==> src/rtl/uart_load_ctrl_if.sv <==
// Byte-stream and memory-write bundle between the UART receiver,
// the load controller and the data-memory user port.
interface uart_load_ctrl_if #(
    parameter int ADDR_W = 16
);
    logic              rx_valid;
    logic [7:0]        rx_data;
    logic              rx_ready;
    logic              mem_we;
    logic [ADDR_W-1:0] mem_addr;
    logic [127:0]      mem_wdata;

    modport master (
        input  rx_valid, rx_data,
        output rx_ready, mem_we, mem_addr, mem_wdata
    );

    modport slave (
        output rx_valid, rx_data,
        input  rx_ready, mem_we, mem_addr, mem_wdata
    );
endinterface

==> src/rtl/uart_load_ctrl.sv <==
// Assembles UART bytes into 128-bit words, writes them to data memory,
// then releases the CPU pipeline once the whole image is loaded.
module uart_load_ctrl #(
    parameter int WORDS   = 4,
    parameter int ADDR_W  = 16,
    parameter int TIMEOUT = 65535
) (
    input  logic              clk,
    input  logic              rst,
    input  logic              start,
    input  logic              abort,
    uart_load_ctrl_if.master  bus,
    output logic              cpu_run,
    output logic              busy,
    output logic              done,
    output logic              timeout_err
);

    typedef enum logic [1:0] {
        IDLE,
        COLLECT,
        WRITE,
        DONE
    } state_e;

    localparam logic [ADDR_W-1:0] LAST_WORD = ADDR_W'(WORDS - 1);
    localparam logic [15:0]       GAP_MAX   = 16'(TIMEOUT);

    state_e            state_q, state_d;
    logic [3:0]        byte_q, byte_d;
    logic [ADDR_W-1:0] word_q, word_d;
    logic [ADDR_W-1:0] addr_q, addr_d;
    logic [127:0]      data_q, data_d;
    logic [15:0]       gap_q, gap_d;
    logic              terr_q, terr_d;

    logic              accept;
    logic [15:0]       gap_inc;
    logic              go_idle;
    logic              new_sess;

    assign accept  = (state_q == COLLECT) && bus.rx_valid;
    assign gap_inc = gap_q + 16'd1;

    always_comb begin
        state_d  = state_q;
        byte_d   = byte_q;
        word_d   = word_q;
        addr_d   = addr_q;
        data_d   = data_q;
        gap_d    = gap_q;
        terr_d   = terr_q;
        go_idle  = 1'b0;
        new_sess = 1'b0;

        unique case (state_q)
            IDLE: begin
                if (start && !abort) begin
                    new_sess = 1'b1;
                end
            end
            COLLECT: begin
                if (abort) begin
                    go_idle = 1'b1;
                end else if (accept) begin
                    data_d[{byte_q, 3'b000} +: 8] = bus.rx_data;
                    byte_d = byte_q + 4'd1;
                    gap_d  = 16'd0;
                    if (byte_q == 4'hF) begin
                        state_d = WRITE;
                        addr_d  = word_q;
                    end
                end else if (byte_q != 4'd0) begin
                    // Stalled mid-word: give up once the gap hits the limit
                    if (gap_inc == GAP_MAX) begin
                        terr_d  = 1'b1;
                        go_idle = 1'b1;
                    end else begin
                        gap_d = gap_inc;
                    end
                end
            end
            WRITE: begin
                if (abort) begin
                    go_idle = 1'b1;
                end else if (word_q == LAST_WORD) begin
                    state_d = DONE;
                end else begin
                    state_d = COLLECT;
                    word_d  = word_q + ADDR_W'(1);
                    data_d  = '0;
                    gap_d   = 16'd0;
                end
            end
            DONE: begin
                if (abort) begin
                    go_idle = 1'b1;
                end else if (start) begin
                    new_sess = 1'b1;
                end
            end
        endcase

        if (go_idle || new_sess) begin
            state_d = go_idle ? IDLE : COLLECT;
            byte_d  = 4'd0;
            word_d  = '0;
            data_d  = '0;
            gap_d   = 16'd0;
        end
        if (new_sess) begin
            terr_d = 1'b0;
        end
    end

    always_ff @(posedge clk or negedge rst) begin
        if (!rst) begin
            state_q <= IDLE;
            byte_q  <= 4'd0;
            word_q  <= '0;
            addr_q  <= '0;
            data_q  <= '0;
            gap_q   <= 16'd0;
            terr_q  <= 1'b0;
        end else begin
            state_q <= state_d;
            byte_q  <= byte_d;
            word_q  <= word_d;
            addr_q  <= addr_d;
            data_q  <= data_d;
            gap_q   <= gap_d;
            terr_q  <= terr_d;
        end
    end

    // abort suppresses the strobe of a WRITE cycle it lands on
    assign bus.rx_ready  = (state_q == COLLECT);
    assign bus.mem_we    = (state_q == WRITE) && !abort;
    assign bus.mem_addr  = addr_q;
    assign bus.mem_wdata = data_q;

    assign cpu_run     = (state_q == DONE);
    assign done        = (state_q == DONE);
    assign busy        = (state_q == COLLECT) || (state_q == WRITE);
    assign timeout_err = terr_q;

endmodule

==> src/flat_wrapper.sv <==
// flat-port wrapper written by rule: the top's interface ports become plain ports
module uart_load_ctrl_flat 
#(
    parameter int WORDS   = 4,
    parameter int ADDR_W  = 16,
    parameter int TIMEOUT = 65535
)
  (clk, rst, start, abort, cpu_run, busy, done, timeout_err, bus_rx_valid, bus_rx_data, bus_rx_ready, bus_mem_we, bus_mem_addr, bus_mem_wdata);
  uart_load_ctrl_if #(.ADDR_W(ADDR_W)) bus_i ();
  input  logic clk;
  input  logic rst;
  input  logic start;
  input  logic abort;
  output logic cpu_run;
  output logic busy;
  output logic done;
  output logic timeout_err;
  input wire logic [$bits(bus_i.rx_valid)-1:0] bus_rx_valid;
  input wire logic [$bits(bus_i.rx_data)-1:0] bus_rx_data;
  output wire logic [$bits(bus_i.rx_ready)-1:0] bus_rx_ready;
  output wire logic [$bits(bus_i.mem_we)-1:0] bus_mem_we;
  output wire logic [$bits(bus_i.mem_addr)-1:0] bus_mem_addr;
  output wire logic [$bits(bus_i.mem_wdata)-1:0] bus_mem_wdata;
  assign bus_i.rx_valid = bus_rx_valid;
  assign bus_i.rx_data = bus_rx_data;
  assign bus_rx_ready = bus_i.rx_ready;
  assign bus_mem_we = bus_i.mem_we;
  assign bus_mem_addr = bus_i.mem_addr;
  assign bus_mem_wdata = bus_i.mem_wdata;
  uart_load_ctrl #(.WORDS(WORDS), .ADDR_W(ADDR_W), .TIMEOUT(TIMEOUT)) u_core (.clk(clk), .rst(rst), .start(start), .abort(abort), .bus(bus_i), .cpu_run(cpu_run), .busy(busy), .done(done), .timeout_err(timeout_err));
endmodule
==> config.mk <==
export PLATFORM = sky130hd
export DESIGN_NAME = uart_load_ctrl_flat
export DESIGN_NICKNAME = d
export VERILOG_FILES = /design/src/rtl/uart_load_ctrl_if.sv /design/src/rtl/uart_load_ctrl.sv /design/src/flat_wrapper.sv
export SDC_FILE = /design/constraint.sdc
export NUM_CORES = 1
export LEC_CHECK = 0
export ABC_AREA = 1
export BUFFER_PORTS_ARGS = -buffer_cell sky130_fd_sc_hd__buf_2
export CORE_ASPECT_RATIO = 0.75
export CORE_MARGIN = 5
export CORE_UTILIZATION = 51
export CTS_CLUSTER_SIZE = 12
export DETAILED_ROUTE_END_ITERATION = 16
export MAX_ROUTING_LAYER = met4
export PLACE_DENSITY = 0.8
export SYNTH_ARGS = -nofsm -noshare
export SYNTH_HDL_FRONTEND = slang
export SYNTH_SLANG_ARGS = --single-unit
export TNS_END_PERCENT = 100
==> constraint.sdc <==
create_clock -name clk -period 2.4 [get_ports clk]
set_input_delay 0.48 -clock clk [delete_from_list [all_inputs] [get_ports clk]]
set_output_delay 0.48 -clock clk [all_outputs]
set_load 0.02 [all_outputs]
==> results.sh, run 1 <==
export IMPL_fp_row_count=43
export IMPL_slowest_stage="dfrtp_2"
export IMPL_num_io_pins=163
export IMPL_worst_ep_arrival_time_ns=3.14
export IMPL_final_common_cell="nand2_1"
export IMPL_critical_path_class="reg -> reg"
export IMPL_cts_max_level=4
export IMPL_die_area_um2=21840
export IMPL_regArea_um2=4583
export IMPL_p_leak_nw=6.882
export IMPL_globalplace_congestion=0.9596
export IMPL_grt_antenna_before_repair=0
export IMPL_avgSynthCellArea_um2=7.802
export IMPL_max_stage_delay_ns=0.41
export IMPL_nFillCells=1337
export IMPL_cts_sinks=183
export IMPL_start_util_pct=52.08
export IMPL_die_height_um=129.2
export IMPL_synth_seq_area_share_pct=47.37
export IMPL_drtIter0Drc=1468
export IMPL_syn_area_um2=9667
export IMPL_die_w_um=169.0
export IMPL_vias=10170
export IMPL_worst_pin_slew_ns=0.7119
export IMPL_insertion_delay_ns=0.45
export IMPL_ir_worst_vdd_v=0.0006992
export IMPL_post_route_period_util_pct=116.4
export IMPL_port_buffers=162
export IMPL_clockBufferDepth=2
export IMPL_gr_usage_all_layers_pct=28.42
export IMPL_worstSetupStartpointType="flip-flop"
export IMPL_ys_warn_count=0
export IMPL_fmax_mhz=357.9
export IMPL_nNetsFinal=1536
export IMPL_drv_slew=0
export IMPL_hpwlAfterDp_um=20950
export IMPL_setup_viol=167
export IMPL_antenna_cells=0
export IMPL_holdBufCountCts=0
export IMPL_overflow=0
export IMPL_drc_errors=0
export IMPL_tritoncts="done"
export IMPL_yosys_area_top_type="dfrtp_1"
export IMPL_syn_to_final_growth_pct=36.24
export IMPL_grt_pass1_wl_um=48360
export IMPL_critPathRequiredTime_ns=2.74
export IMPL_synth_seq_cells=183
export IMPL_syn_inst=1239
export IMPL_finalCriticalPeriod_ns=2.794
export IMPL_synth_distinct_cells=43
export IMPL_end_kind="flip-flop"
export IMPL_firstDrtPassIters=7
export IMPL_grt_setup_unrepaired="yes"
export IMPL_violations="negative setup slack"
export IMPL_fin_skew_ns=0.01926
export IMPL_multi_input_area_um2=4985
export IMPL_hold_path_class="in -> async"
export IMPL_wl_per_cell_um=18.48
export IMPL_slew_headroom_pct=52.17
export IMPL_total_power_mw=15.89
export IMPL_synthesis_nets=1264
export IMPL_final_antenna_net_count=0
export IMPL_grt_max_degree=62
export IMPL_drv_cap=0
export IMPL_path_cells="ha_4 > nand3_4 > nor2_4 > nand2_1 > nand2_1 > nand2_1 > nor2_2 > nand2_1 > nor2_2 > nand3_2 > nand2_2 > nand2_4 > nand4_1 > buf_4 > buf_16 > nand4_4 > nand2_1 > nand2_1"
export IMPL_fin_ws_ns=-0.3942
export IMPL_drive_above_1_share_pct=32.74
export IMPL_cts_root_buffer_cell="clkbuf_16"
export IMPL_cts_buffers=17
export IMPL_hold_viol=0
export IMPL_core_region_area_um2=18560
export IMPL_ys_top_cells_by_area="dfrtp_1, nand2_1, nand3_1, nor2_1, nand4_1"
export IMPL_finalWirelength_um=32730
export IMPL_crit_fanout=8
export IMPL_status="complete, but fails checks"
export IMPL_critPathMostFrequentCell="nand2_1"
export IMPL_vias_per_cell=5.740
export IMPL_grt_pass1_vias=9035
export IMPL_fin_setup_tns_ns=-50.44
export IMPL_final_cell_mix="nand2_1, dfrtp_1, buf_2, nand3_1, nor2_1"
export IMPL_synth_top_area_share_pct=47.37
export IMPL_powerDensity_nw_per_um2=1207
export IMPL_path_clk_slew_ns=0.08
cell usage after synthesis:
master    count
o21ai_2       1
nand2_1     416
a211oi_1      1
o21a_1        1
xor2_1        7
clkbuf_2      1
o311ai_1      1
clkinv_1      3
nor3_1       25
a22oi_1       1
a21oi_1       5
inv_1        67
o41ai_1       1
nand3_4       1
a31oi_1       1
nand4_2       3
nand2_4       3
nor3b_1       1
o21bai_1      1
nand3_2       4
o21ai_0      33
nor2_4        4
nand4_4      11
buf_1         7
nor2_2        3
nor2_1      130
nand4_1      51
buf_4         9
buf_6        10
nand2_2       3
inv_2         2
buf_2         8
dfrtp_1     183
o21ai_1       1
o31ai_1       1
nor4_1        6
nor2_8        1
ha_1         12
xnor2_1       2
a21oi_2       1
nand3_1     189
nand3b_1      2
clkbuf_1     26
kinds of logic (layout without fill, tap and decap cells):
| group | after synthesis | count (layout) | synth area share (%) |
|---|---|---|---|
| AOI/OAI and AO/OA | 49 | 50 | 2.835 |
| xor gates and xnor gates | 9 | 9 | 0.8155 |
| adders and majority gates | 12 | 12 | 1.553 |
| buffers and inverters | 133 | 417 | 6.407 |
| DFF | 183 | 183 | 47.37 |
| and+or+nand+nor | 853 | 853 | 41.02 |
metal layers:
metal	part of all wire (%)	up-vias	GRT usage [%]
li1	-	4624	-
met1	42	4808	41.66
met2	45	647	41.17
met3	11	86	5.764
met4	2.1	0	6.200
met5	0	-	-
worst paths after layout:
check | from | endpoint | slack, ns | cells past startpoint
setup / recovery | u_core.gap_q[1] | u_core.bus.mem_wdata[20] | -0.39 | 18
hold / removal | rst | u_core.bus.mem_wdata[92] | 0.009 | 1
setup reg to reg | u_core.gap_q[1] | u_core.bus.mem_wdata[20] | -0.39 | 18
hold reg to reg | u_core.bus.mem_wdata[41] | u_core.bus.mem_wdata[41] | 0.48 | 2
max in group asynchronous | rst | u_core.bus.mem_wdata[84] | 1.74 | 2
min in group clk | bus_rx_data[5] | u_core.bus.mem_wdata[69] | 0.38 | 3
flip-flops by register name, indices dropped and copies added (netlist names):
| name | flops |
|---|---|
| u_core.word_q | 16 |
| u_core.state_q | 2 |
| u_core.bus.mem_wdata | 128 |
| u_core.byte_q | 4 |
| u_core.timeout_err | 1 |
| u_core.bus.mem_addr | 16 |
| u_core.gap_q | 16 |
metrics by stage:
| stage | cells | hold slack, ns | setup slack, ns | utilization [%] | cell area [um^2] |
|---|---|---|---|---|---|
| 5_1_grt | 1771 | 0.05626 | -0.5554 | 70.95 | 13170 |
| 2_1_floorplan | 1239 | 0.1844 | -0.07570 | - | 9827 |
| 3_5_place_dp | 1704 | 0.4593 | -0.3286 | 62.25 | 11550 |
| 3_3_place_gp | 1704 | 0.4577 | -0.2306 | 62.25 | 11550 |
| 4_1_cts | 1751 | 0.04099 | -0.2689 | 67.33 | 12500 |
| 6_report | 1771 | 0.009171 | -0.3942 | 70.95 | 13170 |
report_power, final:
part	internal, mW	leakage (nW)	switching, mW	total (mW)
clock network	1.61	0.298	1.38	2.99
logic	3.76	4.05	5.50	9.27
registers	3.38	2.54	0.261	3.64
timing repair:
item,in CTS,in global routing
setup endpoints to repair,163,167
resized for setup,52,99
setup buffers,10,8
pin swaps,16,33
gates cloned,5,13
critical path: cells and delay by family, from the launching register on:
kind,cells,cell delay (ns)
simple gates,15,1.76
flops,1,0.41
buf+inv,2,0.34
fa+ha+maj,1,0.16
layout make-up:
class                   instances  area share, %
well taps                     247          2.347
inverters                      72          2.109
clock inverters                14          1.340
multi-input cells             924          37.85
flip-flops and latches        183          34.80
clock buffers                  18          3.335
repair buffers                313          18.22
No activity file was read; power rests on OpenSTA's default activity.
==> inputs of run 2 (changes only) <==
--- a/config.mk
+++ b/config.mk
@@ -5,15 +5,14 @@
 export SDC_FILE = /design/constraint.sdc
 export NUM_CORES = 1
 export LEC_CHECK = 0
-export ABC_AREA = 1
 export BUFFER_PORTS_ARGS = -buffer_cell sky130_fd_sc_hd__buf_2
 export CORE_ASPECT_RATIO = 0.75
 export CORE_MARGIN = 5
-export CORE_UTILIZATION = 51
+export CORE_UTILIZATION = 35
 export CTS_CLUSTER_SIZE = 12
 export DETAILED_ROUTE_END_ITERATION = 16
 export MAX_ROUTING_LAYER = met4
-export PLACE_DENSITY = 0.8
+export PLACE_DENSITY = 0.61
 export SYNTH_ARGS = -nofsm -noshare
 export SYNTH_HDL_FRONTEND = slang
 export SYNTH_SLANG_ARGS = --single-unit
==> results.sh, run 2 <==
export IMPL_grt_setup_unrepaired="yes"
export IMPL_cts_sinks=183
export IMPL_intPower_mw=7.236
export IMPL_tritoncts="done"
export IMPL_die_w_um=190.3
export IMPL_antenna_cells=0
export IMPL_finalWirelength_um=28830
export IMPL_crit_fanout=8
export IMPL_finalCriticalPeriod_ns=2.802
export IMPL_vias=7779
export IMPL_r2r_setup_slack_ns=-0.40
export IMPL_drive_above_1_share_pct=49.68
export IMPL_path_clk_slew_ns=0.07
export IMPL_overflow=0
export IMPL_r2r_start="u_core.gap_q[3]"
export IMPL_wl_per_cell_um=20.14
export IMPL_synth_top_area_share_pct=53.64
export IMPL_powerDensity_nw_per_um2=983.0
export IMPL_fin_ws_ns=-0.4018
export IMPL_syn_inst=783
export IMPL_status="complete, but fails checks"
export IMPL_synthesis_nets=808
export IMPL_yosys_area_top_type="dfrtp_1"
export IMPL_core_region_area_um2=23970
export IMPL_setup_viol=162
export IMPL_vias_per_cell=5.432
export IMPL_total_power_mw=12.65
export IMPL_fp_row_count=49
export IMPL_yosysMostFrequentCell="dfrtp_1"
export IMPL_hold_viol=0
export IMPL_drv_slew=0
export IMPL_cts_buffers=17
export IMPL_syn_area_um2=8537
export IMPL_p_leak_nw=6.152
export IMPL_worstSetupEndpoint="u_core.bus.mem_wdata[84]"
export IMPL_final_core_util_pct=53.70
export IMPL_ir_worst_vdd_v=0.0006842
export IMPL_worstSetupStartpointType="flip-flop"
export IMPL_fmax_mhz=356.9
export IMPL_regArea_um2=4579
export IMPL_synth_distinct_cells=66
export IMPL_drv_cap=0
export IMPL_grt_pass1_wl_um=44650
export IMPL_die_area_um2=27650
export IMPL_crit_path_start="u_core.gap_q[3]"
export IMPL_hpwlAfterDp_um=19400
export IMPL_hold_path_class="in -> async"
export IMPL_reg2regPathDepth=13
export IMPL_insertion_delay_ns=0.43
export IMPL_r2r_end="u_core.bus.mem_wdata[84]"
export IMPL_cts_root_buffer_cell="clkbuf_16"
export IMPL_synth_edf_count=0
export IMPL_critical_path_class="reg -> reg"
export IMPL_end_kind="flip-flop"
export IMPL_violations="negative setup slack"
export IMPL_clkPwrFrac_pct=20.4
export IMPL_firstDrtPassIters=5
export IMPL_pwr_share_seq_pct=26.5
export IMPL_multi_input_area_um2=4761
export IMPL_ys_warn_count=0
export IMPL_critPathRequiredTime_ns=2.72
export IMPL_post_route_period_util_pct=116.7
export IMPL_drc_errors=0
export IMPL_p_sw_mw=5.417
export IMPL_nFillCells=2106
export IMPL_grt_pass1_vias=7746
export IMPL_cts_max_level=4
export IMPL_synth_seq_area_share_pct=53.64
export IMPL_globalplace_congestion=0.8386
export IMPL_final_antenna_net_count=0
export IMPL_clockBufferDepth=2
export IMPL_drtIter0Drc=632
export IMPL_worst_pin_slew_ns=0.8707
export IMPL_avgSynthCellArea_um2=10.90
export IMPL_start_util_pct=35.61
export IMPL_syn_to_final_growth_pct=50.78
export IMPL_num_io_pins=163
export IMPL_slew_headroom_pct=41.77
export IMPL_grt_antenna_before_repair=0
export IMPL_switching_share_pct=42.81
export IMPL_comb_power_share_pct=53.1
export IMPL_port_buffers=162
export IMPL_final_common_cell="dfrtp_1"
export IMPL_synth_commonest_cells="dfrtp_1, a22o_1, nand2_1, nor2_1, nand3_1"
export IMPL_grt_max_degree=60
export IMPL_final_cell_mix="dfrtp_1, buf_2, buf_4, a22o_1, nand2_1"
export IMPL_fin_skew_ns=0.009964
export IMPL_die_height_um=145.3
export IMPL_nNetsFinal=1113
export IMPL_synth_seq_cells=183
export IMPL_async_flop_share_pct=100.0
export IMPL_gr_usage_all_layers_pct=20.71
export IMPL_worst_ep_arrival_time_ns=3.12
export IMPL_largest_reg_flops=128
export IMPL_ys_top_cells_by_area="dfrtp_1, a22o_1, nand3_1, a32o_1, nand2_1"
export IMPL_synthFlopType="dfrtp_1"
==> run 2: area by class of cell <==
| class | instances | area share [%] |
|---|---|---|
| Multi-Input combinational cell | 533 | 36.98 |
| Sequential cell | 183 | 35.58 |
| Timing Repair Buffer | 333 | 19.50 |
| Clock buffer | 21 | 3.499 |
| Tap cell | 331 | 3.217 |
| Clock inverter | 11 | 0.6124 |
| Inverter | 20 | 0.6124 |
==> run 2: kinds of logic after synthesis <==
family,share of synthesized area [%]
simple gates,15.51
compound gates,21.30
flops,53.64
buf+inv,3.576
mux,2.477
xor+xnor,1.744
fa+ha+maj,1.759
==> run 2: through the flow <==
step	worst slack, ns	std cells	instance area, um^2	TNS, ns	hold slack, ns
floorplan	-0.4309	783	8658	-37.37	0.1844
global placement	-0.5048	1367	10830	-59.50	0.4729
detailed placement	-0.5124	1367	10830	-62.29	0.4699
CTS	-0.3424	1425	12200	-39.67	0.04626
global route	-0.5058	1432	12870	-65.51	0.05692
finish	-0.4018	1432	12870	-49.38	0.02337
==> run 2: metal layers <==
layer  vias up  GRT usage, %  wire, um
met5         -             -         0
li1       3565             -         -
met3        27         4.131      1781
met4         0         5.025       367
met2       282         28.49     12510
met1      3905         31.33     14180
==> run 2: power groups by stage <==
stage	sequential, mW	clock, mW	combinational, mW
after floorplan	3.49	0	2.81
after global placement	3.40	0	5.09
after detailed placement	3.40	0	5.14
after CTS	3.34	2.63	6.06
after global routing	3.36	2.75	7.15
final	3.35	2.58	6.72
==> run 2: critical path: stages, from the launching register on <==
cell     delay [ns]
dfrtp_1        0.41
nand4_1        0.23
buf_4          0.22
nor4_4         0.16
xor2_1         0.23
nor4b_4        0.26
and3_4         0.26
buf_6          0.11
o31ai_4        0.06
buf_12         0.15
buf_6          0.12
buf_6          0.11
o311a_4        0.14
a22o_1         0.24
==> run 2: how the worst min path moves through the flow <==
stage          cells after the start                         to  slack (ns)                      start
6_report                           1  u_core.bus.mem_wdata[108]        0.02                        rst
5_1_grt                            1  u_core.bus.mem_wdata[108]        0.06                        rst
3_5_place_dp                       1  u_core.bus.mem_wdata[118]        0.47  u_core.bus.mem_wdata[118]
3_3_place_gp                       1  u_core.bus.mem_wdata[118]        0.47  u_core.bus.mem_wdata[118]
2_1_floorplan                      0     u_core.bus.mem_addr[0]        0.18                        rst
4_1_cts                            1  u_core.bus.mem_wdata[108]        0.05                        rst
==> run 2: timing repair <==
item                                    4_1_cts  5_1_grt
pin swaps                                    48       99
gates cloned                                  5        2
hold buffers                                  0        0
endpoints found under the setup margin      166      166
buffers inserted                             25       11
resized for setup                           112      121
==> inputs of run 3 (changes only) <==
--- a/config.mk
+++ b/config.mk
@@ -11,8 +11,8 @@
 export CORE_UTILIZATION = 35
 export CTS_CLUSTER_SIZE = 12
 export DETAILED_ROUTE_END_ITERATION = 16
-export MAX_ROUTING_LAYER = met4
 export PLACE_DENSITY = 0.61
+export SETUP_SLACK_MARGIN = 0.02
 export SYNTH_ARGS = -nofsm -noshare
 export SYNTH_HDL_FRONTEND = slang
 export SYNTH_SLANG_ARGS = --single-unit
==> results.sh, run 3 (synthesis gave the netlist of run 2 again) <==
export IMPL_status="complete, but fails checks"
export IMPL_violations="negative setup slack"
export IMPL_path_cells="nand4_1 > buf_4 > o31a_1 > o21ai_2 > nor4b_4 > and3_4 > o31a_4 > or3_4 > buf_12 > o31ai_2"
export IMPL_fin_ws_ns=-0.3721
export IMPL_drive_above_1_share_pct=42.22
export IMPL_final_common_cell="dfrtp_1"
export IMPL_nNetsFinal=1093
export IMPL_tritoncts="done"
export IMPL_worst_ep_arrival_time_ns=3.11
export IMPL_total_power_mw=11.87
export IMPL_reg2regPathDepth=10
export IMPL_max_stage_delay_ns=0.41
export IMPL_overflow=0
export IMPL_syn_to_final_growth_pct=39.76
export IMPL_fp_row_count=49
export IMPL_r2r_start="u_core.gap_q[3]"
export IMPL_grt_setup_unrepaired="yes"
export IMPL_vias_per_cell=5.364
export IMPL_cts_sinks=183
export IMPL_largest_reg_flops=128
export IMPL_slew_headroom_pct=36.89
export IMPL_fmax_mhz=360.7
export IMPL_crit_path_start="u_core.gap_q[3]"
export IMPL_grt_pass1_wl_um=43150
export IMPL_globalplace_congestion=0.8787
export IMPL_drv_slew=0
export IMPL_setup_viol=154
export IMPL_fin_setup_tns_ns=-43.63
export IMPL_critPathRequiredTime_ns=2.74
export IMPL_die_w_um=190.3
export IMPL_finalCriticalPeriod_ns=2.772
export IMPL_drv_cap=0
export IMPL_dpl_cell_count=1364
export IMPL_cts_max_level=4
export IMPL_crit_fanout=16
export IMPL_worstSetupEndpoint="u_core.bus.mem_wdata[31]"
export IMPL_multi_input_area_um2=4053
export IMPL_worstSetupStartpointType="flip-flop"
export IMPL_port_buffers=162
export IMPL_die_area_um2=27650
export IMPL_crit_family="compound AO/OA/AOI/OAI gates"
export IMPL_finalWirelength_um=26940
export IMPL_antenna_cells=0
export IMPL_nFillCells=2191
export IMPL_cts_buffers=17
export IMPL_vias=7569
export IMPL_powerDensity_nw_per_um2=995.1
export IMPL_start_util_pct=35.61
export IMPL_critical_path_class="reg -> reg"
export IMPL_drc_errors=0
export IMPL_hpwlAfterDp_um=19340
export IMPL_insertion_delay_ns=0.43
export IMPL_clockBufferDepth=2
export IMPL_finalNonFillerCells=1411
export IMPL_slowest_stage="dfrtp_1"
export IMPL_num_io_pins=163
export IMPL_final_core_util_pct=49.77
export IMPL_worst_pin_slew_ns=0.9437
export IMPL_grt_pass1_vias=7636
export IMPL_die_height_um=145.3
export IMPL_hold_path_class="in -> reg"
export IMPL_firstDrtPassIters=5
export IMPL_fin_skew_ns=0.01017
export IMPL_gr_usage_all_layers_pct=19.34
export IMPL_final_antenna_net_count=0
export IMPL_r2r_setup_slack_ns=-0.37
export IMPL_r2r_end="u_core.bus.mem_wdata[31]"
export IMPL_path_depth=10
export IMPL_path_clk_slew_ns=0.07
export IMPL_timing_hold_ws_ns=0.3691
export IMPL_p_leak_nw=5.970
export IMPL_hold_viol=0
export IMPL_wl_per_cell_um=19.09
export IMPL_regArea_um2=4579
export IMPL_path_buf_inv=2
export IMPL_final_cell_mix="dfrtp_1, buf_2, buf_4, a22o_1, nand2_1"
export IMPL_end_kind="flip-flop"
export IMPL_grt_antenna_before_repair=0
export IMPL_core_region_area_um2=23970
export IMPL_grt_max_degree=46
export IMPL_cts_root_buffer_cell="clkbuf_16"
export IMPL_drtIter0Drc=560
export IMPL_ir_worst_vdd_v=0.0005310
export IMPL_post_route_period_util_pct=115.5
-- run 3: repair_timing --
item / in CTS / in global routing
setup endpoints to repair: 167 / 166
hold buffers: 1 / 0
pin swaps: 5 / 5
buffers inserted: 9 / 6
endpoints found under the hold margin: 14 / 0
gates resized for setup: 57 / 22
-- run 3: worst register-to-register path, stage by stage (launching register included) --
cell,delay [ns]
dfrtp_1,0.41
nand4_1,0.23
buf_4,0.23
o31a_1,0.31
o21ai_2,0.17
nor4b_4,0.07
and3_4,0.16
o31a_4,0.34
or3_4,0.36
buf_12,0.17
o31ai_2,0.23
-- run 3: metal layers --
layer  vias to the layer above  GRT usage [%]  routed length [um]
li1                       3494              -                   -
met2                       273          27.49               11530
met4                         0          4.523                 305
met3                        27          3.890                1819
met1                      3775          30.23               13290
met5                         -              0                   0
-- run 3: power breakdown --
group,total (mW),internal (mW),switching (mW)
clock network,2.87,1.56,1.30
logic,5.66,2.18,3.48
registers,3.35,3.24,0.109
-- run 3: layout make-up --
type	count	area share, %
Multi-Input combinational cell	531	33.97
Clock inverter	14	1.384
Timing Repair Buffer	315	18.57
Clock buffer	17	3.565
Sequential cell	183	38.38
Tap cell	331	3.471
Inverter	20	0.6607
-- run 3: how the worst min path moves through the flow --
stage	from	endpoint	slack (ns)	depth (start not counted)
floorplan	rst	u_core.bus.mem_addr[0]	0.18	0
global placement	rst	u_core.bus.mem_addr[4]	0.45	1
detailed placement	rst	u_core.bus.mem_wdata[40]	0.45	1
CTS	bus_rx_data[5]	u_core.bus.mem_wdata[109]	0.36	2
global route	bus_rx_data[5]	u_core.bus.mem_wdata[109]	0.36	2
finish	bus_rx_data[0]	u_core.bus.mem_wdata[56]	0.37	2
-- run 3: stage by stage --
stage          setup WS [ns]  instance area [um^2]
3_3_place_gp         -0.6069                 10790
4_1_cts              -0.3661                 11760
2_1_floorplan        -0.4309                  8658
5_1_grt              -0.5134                 11930
6_report             -0.3721                 11930
3_5_place_dp         -0.6162                 10790
